--- src/rtl/scr1_tcm_arbiter_pkg.sv ---
// Shared memory-interface types and TCM arbiter defaults.
// Imported by the arbiter top and its lane controller.
package scr1_tcm_arbiter_pkg;

   typedef enum logic [1:0] {
      SCR1_MEM_RESP_NOTRDY = 2'd0,
      SCR1_MEM_RESP_RDY_OK = 2'd1,
      SCR1_MEM_RESP_RDY_ER = 2'd2
   } type_scr1_mem_resp_e;

   typedef enum logic {
      SCR1_MEM_CMD_RD = 1'b0,
      SCR1_MEM_CMD_WR = 1'b1
   } type_scr1_mem_cmd_e;

   typedef enum logic [1:0] {
      SCR1_MEM_WIDTH_BYTE  = 2'd0,
      SCR1_MEM_WIDTH_HWORD = 2'd1,
      SCR1_MEM_WIDTH_WORD  = 2'd2
   } type_scr1_mem_width_e;

   localparam int unsigned SCR1_TCM_STARVE_LIMIT_DEF = 3;

endpackage

--- src/rtl/scr1_tcm_lane_ctrl.sv ---
// Byte-lane logic for one data port: byte enables, write replication,
// misalignment detection and read-data shift/mask.
module scr1_tcm_lane_ctrl
   import scr1_tcm_arbiter_pkg::*;
(
   input  type_scr1_mem_width_e req_width,
   input  logic [1:0]           req_offs,
   input  logic [31:0]          req_wdata,
   output logic [3:0]           req_be,
   output logic [31:0]          req_wdata_rep,
   output logic                 req_misalign,
   input  type_scr1_mem_width_e rsp_width,
   input  logic [1:0]           rsp_offs,
   input  logic [31:0]          rsp_rdata_raw,
   output logic [31:0]          rsp_rdata
);

   logic [31:0] shifted;

   always_comb begin
      req_be        = 4'b1111;
      req_wdata_rep = req_wdata;
      req_misalign  = 1'b0;
      unique case (req_width)
         SCR1_MEM_WIDTH_BYTE: begin
            req_be        = 4'b0001 << req_offs;
            req_wdata_rep = {4{req_wdata[7:0]}};
         end
         SCR1_MEM_WIDTH_HWORD: begin
            req_be        = 4'b0011 << {req_offs[1], 1'b0};
            req_wdata_rep = {2{req_wdata[15:0]}};
            req_misalign  = req_offs[0];
         end
         default: begin
            req_misalign  = |req_offs;
         end
      endcase
   end

   assign shifted = rsp_rdata_raw >> {rsp_offs, 3'b000};

   always_comb begin
      rsp_rdata = shifted;
      unique case (rsp_width)
         SCR1_MEM_WIDTH_BYTE:  rsp_rdata = {24'h0, shifted[7:0]};
         SCR1_MEM_WIDTH_HWORD: rsp_rdata = {16'h0, shifted[15:0]};
         default:              rsp_rdata = shifted;
      endcase
   end

endmodule

--- src/rtl/scr1_tcm_arbiter.sv ---
// Single-port TCM arbiter: shares one SRAM between imem and dmem,
// dmem first, with a bounded wait for imem.
module scr1_tcm_arbiter
   import scr1_tcm_arbiter_pkg::*;
#(
   parameter logic [31:0] SCR1_TCM_SIZE     = 32'h00010000,
   parameter int unsigned SCR1_STARVE_LIMIT = SCR1_TCM_STARVE_LIMIT_DEF
) (
   input  logic                              clk,
   input  logic                              rst,
   input  logic                              imem_req,
   output logic                              imem_req_ack,
   input  logic [31:0]                       imem_addr,
   output logic [31:0]                       imem_rdata,
   output type_scr1_mem_resp_e               imem_resp,
   input  logic                              dmem_req,
   output logic                              dmem_req_ack,
   input  type_scr1_mem_cmd_e                dmem_cmd,
   input  type_scr1_mem_width_e              dmem_width,
   input  logic [31:0]                       dmem_addr,
   input  logic [31:0]                       dmem_wdata,
   output logic [31:0]                       dmem_rdata,
   output type_scr1_mem_resp_e               dmem_resp,
   output logic                              mem_req,
   output logic                              mem_we,
   output logic [3:0]                        mem_be,
   output logic [$clog2(SCR1_TCM_SIZE)-3:0]  mem_addr,
   output logic [31:0]                       mem_wdata,
   input  logic [31:0]                       mem_rdata
);

   localparam int unsigned AW    = $clog2(SCR1_TCM_SIZE);
   localparam logic [3:0]  LIMIT = 4'(SCR1_STARVE_LIMIT);

   logic [3:0]           starve_cnt;
   logic                 i_gnt;
   logic                 d_gnt;
   logic                 i_err;
   logic                 d_err;
   logic [3:0]           d_be;
   logic [31:0]          d_wdata;
   logic                 d_misalign;
   logic [31:0]          d_rdata_al;
   logic [1:0]           d_offs_q;
   type_scr1_mem_width_e d_width_q;
   logic                 d_wr_q;
   type_scr1_mem_resp_e  i_resp_q;
   type_scr1_mem_resp_e  d_resp_q;

   scr1_tcm_lane_ctrl i_lane (
      .req_width     (dmem_width),
      .req_offs      (dmem_addr[1:0]),
      .req_wdata     (dmem_wdata),
      .req_be        (d_be),
      .req_wdata_rep (d_wdata),
      .req_misalign  (d_misalign),
      .rsp_width     (d_width_q),
      .rsp_offs      (d_offs_q),
      .rsp_rdata_raw (mem_rdata),
      .rsp_rdata     (d_rdata_al)
   );

   // imem overrides dmem only once its wait reaches the limit
   assign d_gnt = ~rst & dmem_req
                & ~(imem_req & (starve_cnt == LIMIT));
   assign i_gnt = ~rst & imem_req & ~d_gnt;

   assign imem_req_ack = i_gnt;
   assign dmem_req_ack = d_gnt;

   assign i_err = (imem_addr >= SCR1_TCM_SIZE) | (|imem_addr[1:0]);
   assign d_err = (dmem_addr >= SCR1_TCM_SIZE) | d_misalign;

   always_comb begin
      mem_req   = 1'b0;
      mem_we    = 1'b0;
      mem_be    = 4'b0000;
      mem_addr  = '0;
      mem_wdata = 32'h0;
      if (d_gnt && !d_err) begin
         mem_req   = 1'b1;
         mem_we    = (dmem_cmd == SCR1_MEM_CMD_WR);
         mem_be    = d_be;
         mem_addr  = dmem_addr[AW-1:2];
         mem_wdata = d_wdata;
      end else if (i_gnt && !i_err) begin
         mem_req   = 1'b1;
         mem_be    = 4'b1111;
         mem_addr  = imem_addr[AW-1:2];
      end
   end

   always_ff @(posedge clk) begin
      if (rst) begin
         starve_cnt <= 4'd0;
         i_resp_q   <= SCR1_MEM_RESP_NOTRDY;
         d_resp_q   <= SCR1_MEM_RESP_NOTRDY;
         d_offs_q   <= 2'b00;
         d_width_q  <= SCR1_MEM_WIDTH_WORD;
         d_wr_q     <= 1'b0;
      end else begin
         if (!imem_req || i_gnt)
            starve_cnt <= 4'd0;
         else if (starve_cnt != LIMIT)
            starve_cnt <= starve_cnt + 4'd1;

         if (!i_gnt)
            i_resp_q <= SCR1_MEM_RESP_NOTRDY;
         else if (i_err)
            i_resp_q <= SCR1_MEM_RESP_RDY_ER;
         else
            i_resp_q <= SCR1_MEM_RESP_RDY_OK;

         if (!d_gnt)
            d_resp_q <= SCR1_MEM_RESP_NOTRDY;
         else if (d_err)
            d_resp_q <= SCR1_MEM_RESP_RDY_ER;
         else
            d_resp_q <= SCR1_MEM_RESP_RDY_OK;

         if (d_gnt) begin
            d_offs_q  <= dmem_addr[1:0];
            d_width_q <= dmem_width;
            d_wr_q    <= (dmem_cmd == SCR1_MEM_CMD_WR);
         end
      end
   end

   assign imem_resp  = i_resp_q;
   assign dmem_resp  = d_resp_q;
   assign imem_rdata = (i_resp_q == SCR1_MEM_RESP_RDY_OK) ? mem_rdata : 32'h0;
   assign dmem_rdata = (d_resp_q == SCR1_MEM_RESP_RDY_OK && !d_wr_q)
                     ? d_rdata_al : 32'h0;

endmodule

--- config.mk ---
export PLATFORM = sky130hd
export DESIGN_NAME = scr1_tcm_arbiter
export DESIGN_NICKNAME = d
export VERILOG_FILES = /design/src/rtl/scr1_tcm_arbiter_pkg.sv /design/src/rtl/scr1_tcm_lane_ctrl.sv /design/src/rtl/scr1_tcm_arbiter.sv
export SDC_FILE = /design/constraint.sdc
export NUM_CORES = 1
export LEC_CHECK = 0
export BUFFER_PORTS_ARGS = -buffer_cell sky130_fd_sc_hd__buf_2
export CAP_MARGIN = 20
export CORE_AREA = 10 10 93 95
export CTS_CLUSTER_SIZE = 12
export DETAILED_ROUTE_END_ITERATION = 7
export DIE_AREA = 0 0 103 105
export PLACE_DENSITY = 0.87
export SYNTH_ARGS = -nofsm -noshare
export SYNTH_HDL_FRONTEND = slang
export SYNTH_SLANG_ARGS = --single-unit
--- constraint.sdc ---
create_clock -name clk -period 7.2 [get_ports clk]
set_input_delay 2.16 -clock clk [delete_from_list [all_inputs] [get_ports clk]]
set_output_delay 2.16 -clock clk [all_outputs]
set_load 0.01 [all_outputs]
==> results_tabular.tex, run 1 <==
\begin{tabular}{lr}
\hline
Metric & Value \\
\hline
\multicolumn{2}{l}{\textbf{Yosys}} \\
Sequential cell area fraction in the yosys report & 0.121 \\
Count of flip-flops with a built-in enable after synthesis & 0 \\
Yosys warning count & 0 \\
Most instantiated flip-flop cell in the synthesis netlist & sky130\_fd\_sc\_hd\_\_dfxtp\_1 \\
Largest area contributor in the synthesized netlist & sky130\_fd\_sc\_hd\_\_mux2i\_1 \\
Avg Cell Area, Syn & about 6.7 um2 \\
Most used standard cells in the synthesized netlist & sky130\_fd\_sc\_hd\_\_nor2\_1, sky130\_fd\_sc\_hd\_\_and2\_1, sky130\_fd\_sc\_hd\_\_mux2i\_1, sky130\_fd\_sc\_hd\_\_a21oi\_1 \\
Synth unique cells & 36 \\
Cell area after synthesis & roughly 2200 um2 \\
Synth Net Count & approximately 460 \\
Cell with the most instances after synthesis & sky130\_fd\_sc\_hd\_\_nor2\_1 \\
Post-Synthesis Cells & 320 \\
Area share of the largest cell type after synthesis & 0.167 \\
Async set-or-reset flop fraction in the synthesized netlist & 0 \\
Ranking of synthesized cells by area & sky130\_fd\_sc\_hd\_\_mux2i\_1, sky130\_fd\_sc\_hd\_\_and2\_1, sky130\_fd\_sc\_hd\_\_dfxtp\_1, sky130\_fd\_sc\_hd\_\_nor2\_1, sky130\_fd\_sc\_hd\_\_a32o\_1 \\
Flop and latch count out of synthesis & 13 \\
\multicolumn{2}{l}{\textbf{Floorplanning}} \\
Floorplan die width & around 100 um \\
I/O pin count & 257 \\
Row count & 30 \\
Core region area & 6760 um2 \\
Die Y-Extent & 105 um \\
Die Outline Area & roughly 11000 um2 \\
Effective utilization at floorplan & 0.320 \\
\multicolumn{2}{l}{\textbf{Global routing}} \\
Wire length of the first global-routing pass & about 17000 um \\
Overflow left after global routing & 0 \\
Number of global-route vias before repair & $\sim$3400 \\
Total global-route track usage & 0.188 \\
Maximum number of pins on one net before global-route repair & 39 \\
Initial antenna violation count & 0 \\
\multicolumn{2}{l}{\textbf{Timing}} \\
Highest attainable clock frequency & around 0.16 GHz \\
Final setup violation count & 0 \\
Max transition margin & 0.421 \\
Transition time at the pin with the least slew margin & approximately 870 ps \\
Count of endpoints failing hold in the final timing report & 0 \\
Largest clock skew in the final design & $\sim$3 ps \\
Final critical path time including I/O delays and setup & about 6200 ps \\
Final cycle utilization of the critical path & 0.866 \\
Worst hold margin & 495 ps \\
RSZ-0062 raised after global routing & false \\
Setup TNS & 0 ps \\
Total count of max-transition violations in the final report & 0 \\
\multicolumn{2}{l}{\textbf{Power}} \\
Peak VDD IR & 0.0624 mV \\
Switching pwr & just under 0.00008 W \\
Power share of the clock group & 0.263 \\
Cell area power density & roughly 70 nW/um2 \\
Internal power contribution & 0.000163 W \\
Portion of total power attributed to sequential cells & 0.323 \\
Leakage power total & slightly above 2 nW \\
Logic pwr share & 0.414 \\
Switching Share & 0.325 \\
Post-layout power & roughly 0.00024 W \\
\multicolumn{2}{l}{\textbf{Clock tree}} \\
Clock slew at reported path FFs & $\sim$50 ps \\
Clock root buffer & sky130\_fd\_sc\_hd\_\_clkbuf\_8 \\
Number of sinks driven by the clock tree & 13 \\
Number of buffers inserted to repair setup after CTS & 0 \\
Post-cts hold buffer count & 0 \\
Resized cells post-CTS & 0 \\
Clk\_lat worst skew & about 240 ps \\
Max Root-Sink Buffers & 2 \\
Deepest level of the CTS H-tree & 1 \\
Clock tree from TritonCTS & done \\
Inserted Clock Buffers & 3 \\
\multicolumn{2}{l}{\textbf{Layout}} \\
Area overhead of the layout relative to synthesis & 60.9\% \\
Fill cell instance count of the final layout & between 600 and 700 \\
Share of layout cells above drive strength 1 & 0.482 \\
Number of nets in the layout & 693 \\
Antenna diode count & 0 \\
\multicolumn{2}{l}{\textbf{Setup path}} \\
Slowest cell on the critical path & sky130\_fd\_sc\_hd\_\_or4\_4 \\
Endpoint of the most critical register-to-register path & dmem\_resp[0] \\
Data arrival, critical path & between 4000 and 5000 ps \\
Kind of start point of the critical path & primary input \\
Maximum net fanout on the critical path & 30 \\
Critical Path End & mem\_addr[7] \\
CP delay by family, top & simple AND/OR/NAND/NOR gates \\
Biggest cell delay along the critical path & around 680 ps \\
Number of gates on the worst path with buffers counted & 7 \\
Sequence of cells on the critical path & buf\_2, nor4\_1, nand4\_1, or4\_4, inv\_2, a32o\_1, buf\_2 \\
Combined buffer and inverter count along the critical path & 3 \\
Setup slack, reg-to-reg & 5020 ps \\
Logic depth of the worst register-to-register path & 5 \\
Cell mode on critical path & sky130\_fd\_sc\_hd\_\_buf\_2 \\
Required time of the critical path & a little over 5000 ps \\
Type of the setup path with the least slack & primary input to output pin \\
Critical path startpoint & dmem\_addr[31] \\
Critical path capture point type & output pin \\
Reg-to-reg critical path startpoint & starve\_cnt[0] \\
\multicolumn{2}{l}{\textbf{Route}} \\
Routed wire length & 11300 um \\
Routed len/inst & roughly 18 um \\
Antenna violation net count after detailed routing & 0 \\
First drt pass iteration count & 5 \\
Vias per Instance & roughly 5 \\
Starting DRC count in detailed routing & 131 \\
Post-detailed-route DRC marker count & 0 \\
Routed vias & approximately 3200 \\
\multicolumn{2}{l}{\textbf{Run}} \\
\# Max-Cap Violations & 0 \\
\multicolumn{2}{l}{\textbf{Placement}} \\
DPL Wire Length & 9710 um \\
Final RePlAce weighted congestion & approximately 0.9 \\
Number of port buffers & roughly 260 \\
\multicolumn{2}{l}{\textbf{Status}} \\
Status & finished clean \\
\multicolumn{2}{l}{\textbf{Worst hold path}} \\
Min-Delay Path Class & flop to flop \\
\hline
\end{tabular}
flip-flops by register name, indices dropped and copies added, names as in the netlist:
| register | count |
|---|---|
| starve_cnt | 4 |
| d_offs_q | 2 |
| d_width_q | 2 |
| dmem_resp | 2 |
| imem_resp | 2 |
| d_wr_q | 1 |
per-stage QoR:
stage | cells | area (um2) | worst slack (ps) | util
after floorplan | 320 | 2160 | 1530 | -
after global placement | 632 | 3430 | 1040 | 0.508
after detailed placement | 632 | 3430 | 953 | 0.508
after CTS | 636 | 3470 | 952 | 0.514
after global routing | 636 | 3470 | 845 | 0.514
final | 636 | 3470 | 966 | 0.514
worst min-delay path by stage:
stage	start	to	slack (ps)	depth (start not counted)
after floorplan	d_wr_q	d_wr_q	450	2
after global placement	d_wr_q	d_wr_q	470	2
after detailed placement	d_wr_q	d_wr_q	490	2
after CTS	d_width_q[0]	d_width_q[0]	500	2
after global routing	starve_cnt[2]	starve_cnt[2]	530	2
final	d_width_q[0]	d_width_q[0]	500	2
cells by family (layout without fill, tap and decap cells):
group                    count (synthesis)  count (layout)  share of synthesized area
AO/OA/AOI/OAI                           78              78                      0.245
AND/OR/NAND/NOR                        158             158                      0.379
multiplexers                            36              36                      0.167
XOR/XNOR                                 2               2                    0.00811
buffers and inverters                   32             268                     0.0742
flip-flops                              13              13                      0.121
adder cells (fa/ha/maj)                  1               1                    0.00579
routing by layer:
metal,vias to the layer above,part of all wire,track usage
met5,-,0,0
met1,1423,0.35,0.186
li1,1615,-,-
met3,9,0.12,0.0665
met4,0,0.0062,0.0437
met2,198,0.52,0.356
worst register-to-register path, cell delays in order (launching register included):
cell                      delay (ps)
sky130_fd_sc_hd__dfxtp_1         330
sky130_fd_sc_hd__ha_1            220
sky130_fd_sc_hd__nor3b_1         190
sky130_fd_sc_hd__a21bo_1         250
sky130_fd_sc_hd__or4_4           700
sky130_fd_sc_hd__inv_2           360
layout by cell type (no fill, tap or decap), types with 2 or more instances in the layout:
| master | instances |
|---|---|
| sky130_fd_sc_hd__a211oi_1 | 16 |
| sky130_fd_sc_hd__a21oi_1 | 27 |
| sky130_fd_sc_hd__a32o_1 | 14 |
| sky130_fd_sc_hd__and2_1 | 50 |
| sky130_fd_sc_hd__buf_2 | 256 |
| sky130_fd_sc_hd__buf_4 | 5 |
| sky130_fd_sc_hd__clkbuf_8 | 3 |
| sky130_fd_sc_hd__dfxtp_1 | 13 |
| sky130_fd_sc_hd__inv_1 | 2 |
| sky130_fd_sc_hd__mux2i_1 | 36 |
| sky130_fd_sc_hd__nand2_1 | 11 |
| sky130_fd_sc_hd__nand2b_1 | 4 |
| sky130_fd_sc_hd__nand3_1 | 2 |
| sky130_fd_sc_hd__nand3b_1 | 2 |
| sky130_fd_sc_hd__nor2_1 | 62 |
| sky130_fd_sc_hd__nor2b_1 | 10 |
| sky130_fd_sc_hd__nor3_1 | 2 |
| sky130_fd_sc_hd__nor4_1 | 8 |
| sky130_fd_sc_hd__o21a_1 | 2 |
| sky130_fd_sc_hd__o21ai_0 | 10 |
| sky130_fd_sc_hd__o22ai_1 | 4 |
| sky130_fd_sc_hd__or3b_1 | 2 |
| sky130_fd_sc_hd__xor2_1 | 2 |
area by class of cell:
class,instances,area (um2),share of cell area
clock buffers,4,45.0,0.0130
multi-input cells,275,1740,0.501
well taps,80,100,0.0288
flip-flops and latches,13,260,0.0749
repair buffers,261,1320,0.380
inverters,3,11.3,0.00324
power groups by stage:
stage               registers, W  logic (W)  clock network, W
CTS                    0.0000781  0.0000999         0.0000651
detailed placement     0.0000796  0.0000994                 0
global placement       0.0000796  0.0000967                 0
finish                 0.0000781   0.000100         0.0000637
floorplan              0.0000773  0.0000494                 0
global route           0.0000787   0.000112         0.0000686
Power figures use the tool's default switching activity.
==> run 2, diff against run 1 <==
==> constraint.sdc (replaced) <==
create_clock -name clk -period 7.2 [get_ports clk]
set_input_delay 1.44 -clock clk [delete_from_list [all_inputs] [get_ports clk]]
set_output_delay 1.44 -clock clk [all_outputs]
set_load 0.01 [all_outputs]
==> run 2 against run 1 <==
Die area stayed put. Core utilization shrank 0.11 points. Global-route usage up 0.17 points. Critical endpoint is now mem_wdata[1]. Power down 0.39%.
==> results_tabular.tex, run 2 (synthesized netlist as in run 1, its figures left out) <==
\begin{tabular}{lr}
\hline
Metric & Value \\
\hline
\multicolumn{2}{l}{\textbf{Route}} \\
Routed wire length & 11300 um (+0.24\%) \\
First drt pass iteration count & 4 (-1) \\
Routed len/inst & 17.8 um (+0.40\%) \\
Vias per Instance & 5.13 (+0.50\%) \\
Antenna violation net count after detailed routing & 0 (unchanged) \\
Routed vias & 3256 (+0.34\%) \\
Starting DRC count in detailed routing & 161 (+23\%) \\
Post-detailed-route DRC marker count & 0 (unchanged) \\
\multicolumn{2}{l}{\textbf{Placement}} \\
Number of port buffers & 256 (unchanged) \\
Cell Area, Placed & 3420 um2 (-0.22\%) \\
Final RePlAce weighted congestion & 0.899 (-0.14\%) \\
Number of cells after detailed placement & 631 (-0.16\%) \\
DPL Wire Length & 9690 um (-0.15\%) \\
\multicolumn{2}{l}{\textbf{Clock tree}} \\
Clock tree from TritonCTS & done \\
Max Root-Sink Buffers & 2 (unchanged) \\
Deepest level of the CTS H-tree & 1 (unchanged) \\
Number of sinks driven by the clock tree & 13 (unchanged) \\
Resized cells post-CTS & 0 (unchanged) \\
Post-cts hold buffer count & 0 (unchanged) \\
Clock root buffer & sky130\_fd\_sc\_hd\_\_clkbuf\_8 \\
Clk\_lat worst skew & 240 ps (about the same) \\
Number of buffers inserted to repair setup after CTS & 0 (unchanged) \\
Inserted Clock Buffers & 3 (unchanged) \\
Clock slew at reported path FFs & 50 ps (about the same) \\
\multicolumn{2}{l}{\textbf{Layout}} \\
Fill cell instance count of the final layout & 656 (-0.76\%) \\
Commonest cells after routing, fill and taps aside & sky130\_fd\_sc\_hd\_\_buf\_2, sky130\_fd\_sc\_hd\_\_nor2\_1, sky130\_fd\_sc\_hd\_\_and2\_1, sky130\_fd\_sc\_hd\_\_mux2i\_1, sky130\_fd\_sc\_hd\_\_a21oi\_1 \\
Cell area after layout & 3470 um2 (-0.22\%) \\
Number of nets in the layout & 692 (-0.14\%) \\
Post-route core utilization & 0.513 (-0.00111) \\
Area overhead of the layout relative to synthesis & 60.5\% \\
Post-route insts no fill & 635 (-0.16\%) \\
Max reg flops & 4 (unchanged) \\
Share of layout cells above drive strength 1 & 0.481 (-0.000933) \\
Most common cell after layout, fill and taps aside & sky130\_fd\_sc\_hd\_\_buf\_2 \\
Antenna diode count & 0 (unchanged) \\
Register ranked first by flip-flop count & starve\_cnt \\
\multicolumn{2}{l}{\textbf{Floorplanning}} \\
Row count & 30 (unchanged) \\
Die Y-Extent & 105 um (unchanged) \\
I/O pin count & 257 (unchanged) \\
Effective utilization at floorplan & 0.320 (unchanged) \\
Floorplan die width & 103 um (unchanged) \\
Core region area & 6760 um2 (unchanged) \\
Die Outline Area & 10800 um2 (unchanged) \\
\multicolumn{2}{l}{\textbf{Timing}} \\
Worst hold margin & 503 ps (+7.80 ps) \\
Transition time at the pin with the least slew margin & 862 ps (-4.67 ps) \\
Count of endpoints failing hold in the final timing report & 0 (unchanged) \\
Setup TNS & 0 ps (unchanged) \\
Final cycle utilization of the critical path & 0.683 (-0.183) \\
Final setup violation count & 0 (unchanged) \\
Largest clock skew in the final design & 1.41 ps (-1.63 ps) \\
Max transition margin & 0.424 (+0.00312) \\
Total count of max-transition violations in the final report & 0 (unchanged) \\
RSZ-0062 raised after global routing & false \\
Final critical path time including I/O delays and setup & 4920 ps (-1320 ps) \\
Highest attainable clock frequency & 0.203 GHz (+27\%) \\
\multicolumn{2}{l}{\textbf{Setup path}} \\
Endpoint of the most critical register-to-register path & dmem\_resp[0] \\
Maximum net fanout on the critical path & 39 (+30\%) \\
Critical path startpoint & dmem\_width[1] \\
Setup slack, reg-to-reg & 4990 ps (-30 ps) \\
Type of the setup path with the least slack & primary input to output pin \\
Critical path capture point type & output pin \\
Reg-to-reg critical path startpoint & starve\_cnt[0] \\
Logic depth of the worst register-to-register path & 5 (unchanged) \\
Data arrival, critical path & 3480 ps (-590 ps) \\
Kind of start point of the critical path & primary input \\
Required time of the critical path & 5760 ps (+720 ps) \\
\multicolumn{2}{l}{\textbf{Power}} \\
Peak VDD IR & 0.0404 mV (-35\%) \\
Leakage power total & 2.01 nW (-0.24\%) \\
Cell area power density & 69.6 nW/um2 (-0.17\%) \\
\multicolumn{2}{l}{\textbf{Run}} \\
\# Max-Cap Violations & 0 (unchanged) \\
\multicolumn{2}{l}{\textbf{Worst hold path}} \\
Min-Delay Path Class & flop to flop \\
Number of cells traversed by the worst hold path & 2 (unchanged) \\
Hold Path End & d\_width\_q[0] \\
Hold\_sp & d\_width\_q[0] \\
\multicolumn{2}{l}{\textbf{Global routing}} \\
Wire length of the first global-routing pass & 17000 um (+0.16\%) \\
Met2 usage & 0.356 (unchanged) \\
Total global-route track usage & 0.190 (+0.00171) \\
Initial antenna violation count & 0 (unchanged) \\
Peak-usage layer in the global routing report & met2 \\
Overflow left after global routing & 0 (unchanged) \\
Fraction of met1 tracks used by global routing & 0.187 (+0.00114) \\
Maximum number of pins on one net before global-route repair & 40 (+2.6\%) \\
Number of global-route vias before repair & 3381 (-0.41\%) \\
Met3 demand-to-capacity share in global routing & 0.0698 (+0.00329) \\
\multicolumn{2}{l}{\textbf{Status}} \\
Status & finished clean \\
\hline
\end{tabular}
-- run 2: critical path: stages --
cell	delay [ps]
sky130_fd_sc_hd__buf_2	320
sky130_fd_sc_hd__o21ai_0	170
sky130_fd_sc_hd__nand4_1	140
sky130_fd_sc_hd__or4_4	680
sky130_fd_sc_hd__inv_2	370
sky130_fd_sc_hd__and2_1	200
sky130_fd_sc_hd__buf_2	140
-- run 2: metal layers --
metal / vias to the layer above / part of all wire
met2: 208 / 0.51
li1: 1605 / -
met1: 1425 / 0.35
met5: - / 0
met4: 0 / 0.016
met3: 18 / 0.13
-- run 2: power by group --
part / internal, W / switching, W
clock: 0.0000390 / 0.0000241
combinational: 0.0000495 / 0.0000503
sequential: 0.0000746 / 0.00000371
total: 0.000163 / 0.0000781
-- run 2: worst max path at each step --
stage | to | slack, ps | depth (start not counted)
final | mem_wdata[1] | 2280 | 7
after global routing | mem_addr[11] | 2190 | 7
after CTS | mem_wdata[1] | 2270 | 7
after detailed placement | mem_wdata[1] | 2280 | 7
after global placement | mem_addr[6] | 2390 | 7
after floorplan | mem_wdata[21] | 2970 | 6
-- run 2: cell type report --
type                            count  area, um2  share of cell area
Inverter                            3       11.3             0.00325
Tap cell                           80        100              0.0289
Multi-Input combinational cell    275       1740               0.502
Timing Repair Buffer              260       1310               0.378
Sequential cell                    13        260              0.0751
Clock buffer                        4       45.0              0.0130
-- run 2: per-stage QoR --
stage / power (W) / setup slack (ps)
finish: 0.000241 / 2280
CTS: 0.000242 / 2270
floorplan: 0.000127 / 2970
global route: 0.000259 / 2190
detailed placement: 0.000179 / 2280
global placement: 0.000176 / 2390
==> run 3, diff against run 2 <==
--- a/config.mk
+++ b/config.mk
@@ -5,13 +5,14 @@
 export SDC_FILE = /design/constraint.sdc
 export NUM_CORES = 1
 export LEC_CHECK = 0
+export ABC_AREA = 1
 export BUFFER_PORTS_ARGS = -buffer_cell sky130_fd_sc_hd__buf_2
 export CAP_MARGIN = 20
-export CORE_AREA = 10 10 93 95
+export CORE_MARGIN = 10
+export CORE_UTILIZATION = 34
 export CTS_CLUSTER_SIZE = 12
 export DETAILED_ROUTE_END_ITERATION = 7
-export DIE_AREA = 0 0 103 105
-export PLACE_DENSITY = 0.87
+export PLACE_DENSITY = 0.92
 export SYNTH_ARGS = -nofsm -noshare
 export SYNTH_HDL_FRONTEND = slang
 export SYNTH_SLANG_ARGS = --single-unit
==> constraint.sdc (replaced) <==
create_clock -name clk -period 4.6 [get_ports clk]
set_input_delay 0.92 -clock clk [delete_from_list [all_inputs] [get_ports clk]]
set_output_delay 0.92 -clock clk [all_outputs]
set_load 0.01 [all_outputs]
==> run 3 against run 2 <==
Routed wire length is 6.0% higher. Cell count grew 17%. Register-to-register slack lost 1900 ps. Cell area grew 0.22%. Flip-flop and latch count stayed put. Count of clock-buffer cells in the layout is 1 lower. Synthesized cell count is 33% higher. First-iteration DRC count decreased by 17%. Worst hold slack worse by 50 ps. Sequential share of layout area about the same.
==> results_tabular.tex, run 3 <==
\begin{tabular}{lr}
\hline
Metric & Value \\
\hline
\multicolumn{2}{l}{\textbf{Layout}} \\
Commonest cells after routing, fill and taps aside & sky130\_fd\_sc\_hd\_\_buf\_2, sky130\_fd\_sc\_hd\_\_nor2\_1, sky130\_fd\_sc\_hd\_\_nand2\_1, sky130\_fd\_sc\_hd\_\_inv\_1, sky130\_fd\_sc\_hd\_\_a211oi\_1 \\
Most common cell after layout, fill and taps aside & sky130\_fd\_sc\_hd\_\_buf\_2 \\
Number of nets in the layout & 806 (+16\%) \\
Area used by sequential logic in the layout & 260 um2 (unchanged) \\
Cell area after layout & 3470 um2 (+0.22\%) \\
Register ranked first by flip-flop count & starve\_cnt \\
Max reg flops & 4 (unchanged) \\
Area used by multi-input combinational logic & 1540 um2 (-11\%) \\
Share of layout cells above drive strength 1 & 0.425 (-0.0566) \\
Antenna diode count & 0 (unchanged) \\
Area overhead of the layout relative to synthesis & 62.6\% \\
Fill cell instance count of the final layout & 626 (-4.6\%) \\
\multicolumn{2}{l}{\textbf{Global routing}} \\
Overflow left after global routing & 0 (unchanged) \\
Total global-route track usage & 0.219 (+0.0290) \\
Wire length of the first global-routing pass & 18200 um (+6.6\%) \\
Initial antenna violation count & 0 (unchanged) \\
Number of global-route vias before repair & 3769 (+11\%) \\
Maximum number of pins on one net before global-route repair & 34 (-15\%) \\
\multicolumn{2}{l}{\textbf{Timing}} \\
Highest attainable clock frequency & 0.271 GHz \\
Count of endpoints failing hold in the final timing report & 0 (unchanged) \\
RSZ-0062 raised after global routing & false \\
Final setup violation count & 0 (unchanged) \\
Final critical path time including I/O delays and setup & around 3700 ps \\
Max transition margin & 0.270 (-0.154) \\
Setup TNS & 0 ps (unchanged) \\
Total count of max-transition violations in the final report & 0 (unchanged) \\
Final cycle utilization of the critical path & 0.803 \\
Largest clock skew in the final design & 1.69 ps (+0.285 ps) \\
Transition time at the pin with the least slew margin & 1090 ps (+230 ps) \\
\multicolumn{2}{l}{\textbf{Setup path}} \\
Critical path capture point type & output pin \\
Sequence of cells on the critical path & buf\_2, inv\_2, nand2\_4, nand2\_2, nand3\_2, nor2\_4, o21ai\_0, nor2\_1, buf\_2 \\
Logic depth of the worst register-to-register path & 4 (-1) \\
Biggest cell delay along the critical path & 460 ps (-220 ps) \\
Type of the setup path with the least slack & primary input to output pin \\
Maximum net fanout on the critical path & 23 (-41\%) \\
Kind of start point of the critical path & primary input \\
Slowest cell on the critical path & sky130\_fd\_sc\_hd\_\_nor2\_4 \\
Cell mode on critical path & sky130\_fd\_sc\_hd\_\_buf\_2 \\
Required time of the critical path & 3680 ps (-2080 ps) \\
Data arrival, critical path & 2770 ps (-710 ps) \\
\multicolumn{2}{l}{\textbf{Yosys}} \\
Flop and latch count out of synthesis & 13 (unchanged) \\
Avg Cell Area, Syn & 5.00 um2 (-26\%) \\
Synth Net Count & 563 (+23\%) \\
Async set-or-reset flop fraction in the synthesized netlist & 0 (unchanged) \\
Ranking of synthesized cells by area & sky130\_fd\_sc\_hd\_\_nor2\_1, sky130\_fd\_sc\_hd\_\_nand2\_1, sky130\_fd\_sc\_hd\_\_dfxtp\_1, sky130\_fd\_sc\_hd\_\_inv\_1, sky130\_fd\_sc\_hd\_\_a211oi\_1 \\
Most instantiated flip-flop cell in the synthesis netlist & sky130\_fd\_sc\_hd\_\_dfxtp\_1 \\
Largest area contributor in the synthesized netlist & sky130\_fd\_sc\_hd\_\_nor2\_1 \\
Cell with the most instances after synthesis & sky130\_fd\_sc\_hd\_\_nor2\_1 \\
Count of flip-flops with a built-in enable after synthesis & 0 (unchanged) \\
Post-Synthesis Cells & 427 (+33\%) \\
Most used standard cells in the synthesized netlist & sky130\_fd\_sc\_hd\_\_nor2\_1, sky130\_fd\_sc\_hd\_\_nand2\_1, sky130\_fd\_sc\_hd\_\_inv\_1, sky130\_fd\_sc\_hd\_\_a211oi\_1, sky130\_fd\_sc\_hd\_\_a21oi\_1 \\
Synth unique cells & 30 (-17\%) \\
Area share of the largest cell type after synthesis & 0.235 (+0.0685) \\
Cell area after synthesis & 2140 um2 (-1.0\%) \\
Sequential cell area fraction in the yosys report & 0.122 (+0.00127) \\
Yosys warning count & 0 (unchanged) \\
\multicolumn{2}{l}{\textbf{Status}} \\
Status & finished clean \\
\multicolumn{2}{l}{\textbf{Route}} \\
Wl on met1 & 3970 um (+0.99\%) \\
Vias per Instance & 4.98 (-2.8\%) \\
Starting DRC count in detailed routing & 134 (-17\%) \\
Top Layer Used & met4 \\
DR WL met3 & 1470 um (+3.5\%) \\
Wire length on met2 & 6210 um (+7.9\%) \\
Routed len/inst & 16.1 um (-9.5\%) \\
Antenna violation net count after detailed routing & 0 (unchanged) \\
Routed vias & 3708 (+14\%) \\
Post-detailed-route DRC marker count & 0 (unchanged) \\
Routed wire length & 12000 um (+6.0\%) \\
First drt pass iteration count & 4 (unchanged) \\
\multicolumn{2}{l}{\textbf{Floorplanning}} \\
Floorplan die width & 99.3 um (-3.6\%) \\
Effective utilization at floorplan & 0.355 (+0.0350) \\
Die Outline Area & 9860 um2 (-8.9\%) \\
Core region area & 6030 um2 (-11\%) \\
I/O pin count & 257 (unchanged) \\
Die Y-Extent & 99.3 um (-5.4\%) \\
Row count & 28 (-6.7\%) \\
\multicolumn{2}{l}{\textbf{Worst hold path}} \\
Number of cells traversed by the worst hold path & 2 (unchanged) \\
Min-Delay Path Class & flop to flop \\
\multicolumn{2}{l}{\textbf{Clock tree}} \\
Number of buffers inserted to repair setup after CTS & 0 (unchanged) \\
Deepest level of the CTS H-tree & 1 (unchanged) \\
Max Root-Sink Buffers & 2 (unchanged) \\
Inserted Clock Buffers & 3 (unchanged) \\
Clock root buffer & sky130\_fd\_sc\_hd\_\_clkbuf\_8 \\
Post-cts hold buffer count & 0 (unchanged) \\
Clock slew at reported path FFs & 60 ps (about the same) \\
Number of sinks driven by the clock tree & 13 (unchanged) \\
Clock tree from TritonCTS & done \\
Resized cells post-CTS & 0 (unchanged) \\
Clk\_lat worst skew & 240 ps (about the same) \\
\multicolumn{2}{l}{\textbf{Placement}} \\
Cell Area, Placed & 3430 um2 (+0.18\%) \\
DPL Wire Length & 10300 um (+6.6\%) \\
Number of port buffers & 256 (unchanged) \\
Final RePlAce weighted congestion & 0.934 (+3.9\%) \\
\multicolumn{2}{l}{\textbf{Power}} \\
Leakage power total & 2.30 nW (+14\%) \\
Peak VDD IR & 0.117 mV (+190\%) \\
Cell area power density & 110 nW/um2 (+58\%) \\
\multicolumn{2}{l}{\textbf{Run}} \\
\# Max-Cap Violations & 0 (unchanged) \\
\hline
\end{tabular}
## run 3: changes by cell type in the layout (fill, tap and decap cells not counted), moves of 5 or more
cell                       delta
sky130_fd_sc_hd__a211oi_1     +9
sky130_fd_sc_hd__nor2b_1     -10
sky130_fd_sc_hd__o21ai_2      +6
sky130_fd_sc_hd__nor4_1       -8
sky130_fd_sc_hd__a32o_1      -14
sky130_fd_sc_hd__nor2_1      +72
sky130_fd_sc_hd__nand2_1     +71
sky130_fd_sc_hd__inv_1       +58
sky130_fd_sc_hd__o22ai_1      +6
sky130_fd_sc_hd__o21ai_0      +9
sky130_fd_sc_hd__mux2i_1     -36
sky130_fd_sc_hd__and2_1      -50
sky130_fd_sc_hd__o21ai_1      +5
## run 3: per-stage QoR
stage	power [W]	util	setup WS, ps	hold slack (ps)	instances
finish	0.000381	0.577	907	453	744
global route	0.000409	0.577	665	489	744
CTS	0.000381	0.577	887	457	744
detailed placement	0.000279	0.569	891	444	740
global placement	0.000275	0.569	972	433	740
floorplan	0.000197	-	1830	420	427
## run 3: per-layer routing
layer,track usage,up-vias
li1,-,1830
met1,0.205,1640
met2,0.413,216
met3,0.0907,22
met4,0.0783,0
met5,0,-
## run 3: critical path, delay by kind of cell
| kind | cells | cell delay [ps] |
|---|---|---|
| buf+inv | 3 | 590 |
| compound gates | 1 | 240 |
| simple gates | 5 | 990 |
## run 3: where the power goes
group / switching [W] / internal (W) / total, W
clock: 0.0000412 / 0.0000598 / 0.000101
sequential: 0.00000190 / 0.000117 / 0.000119
combinational: 0.0000913 / 0.0000698 / 0.000161
total: 0.000134 / 0.000246 / 0.000381
## run 3: cell type report
type	count	area share
Inverter	63	0.0681
Timing Repair Buffer	258	0.373
Sequential cell	13	0.0749
Clock buffer	3	0.0119
Tap cell	75	0.0270
Clock inverter	1	0.00144
Multi-Input combinational cell	331	0.444
## run 3: kinds of logic (layout without fill, tap and decap cells)
logic type               count (synthesis)  in the layout  share of synthesized area
XOR/XNOR                                 1              1                    0.00410
buffers and inverters                   83            325                      0.157
adder cells (fa/ha/maj)                  1              1                    0.00585
AO/OA/AOI/OAI                           89             89                      0.254
AND/OR/NAND/NOR                        240            240                      0.457
flip-flops                              13             13                      0.122
## run 3: path summary, 6_finish.rpt
check	from	slack (ps)	endpoint
hold reg to reg	d_wr_q	450	d_wr_q
setup / recovery	dmem_width[1]	910	mem_wdata[8]
setup reg to reg	starve_cnt[0]	3130	dmem_resp[0]
hold / removal	d_wr_q	450	d_wr_q
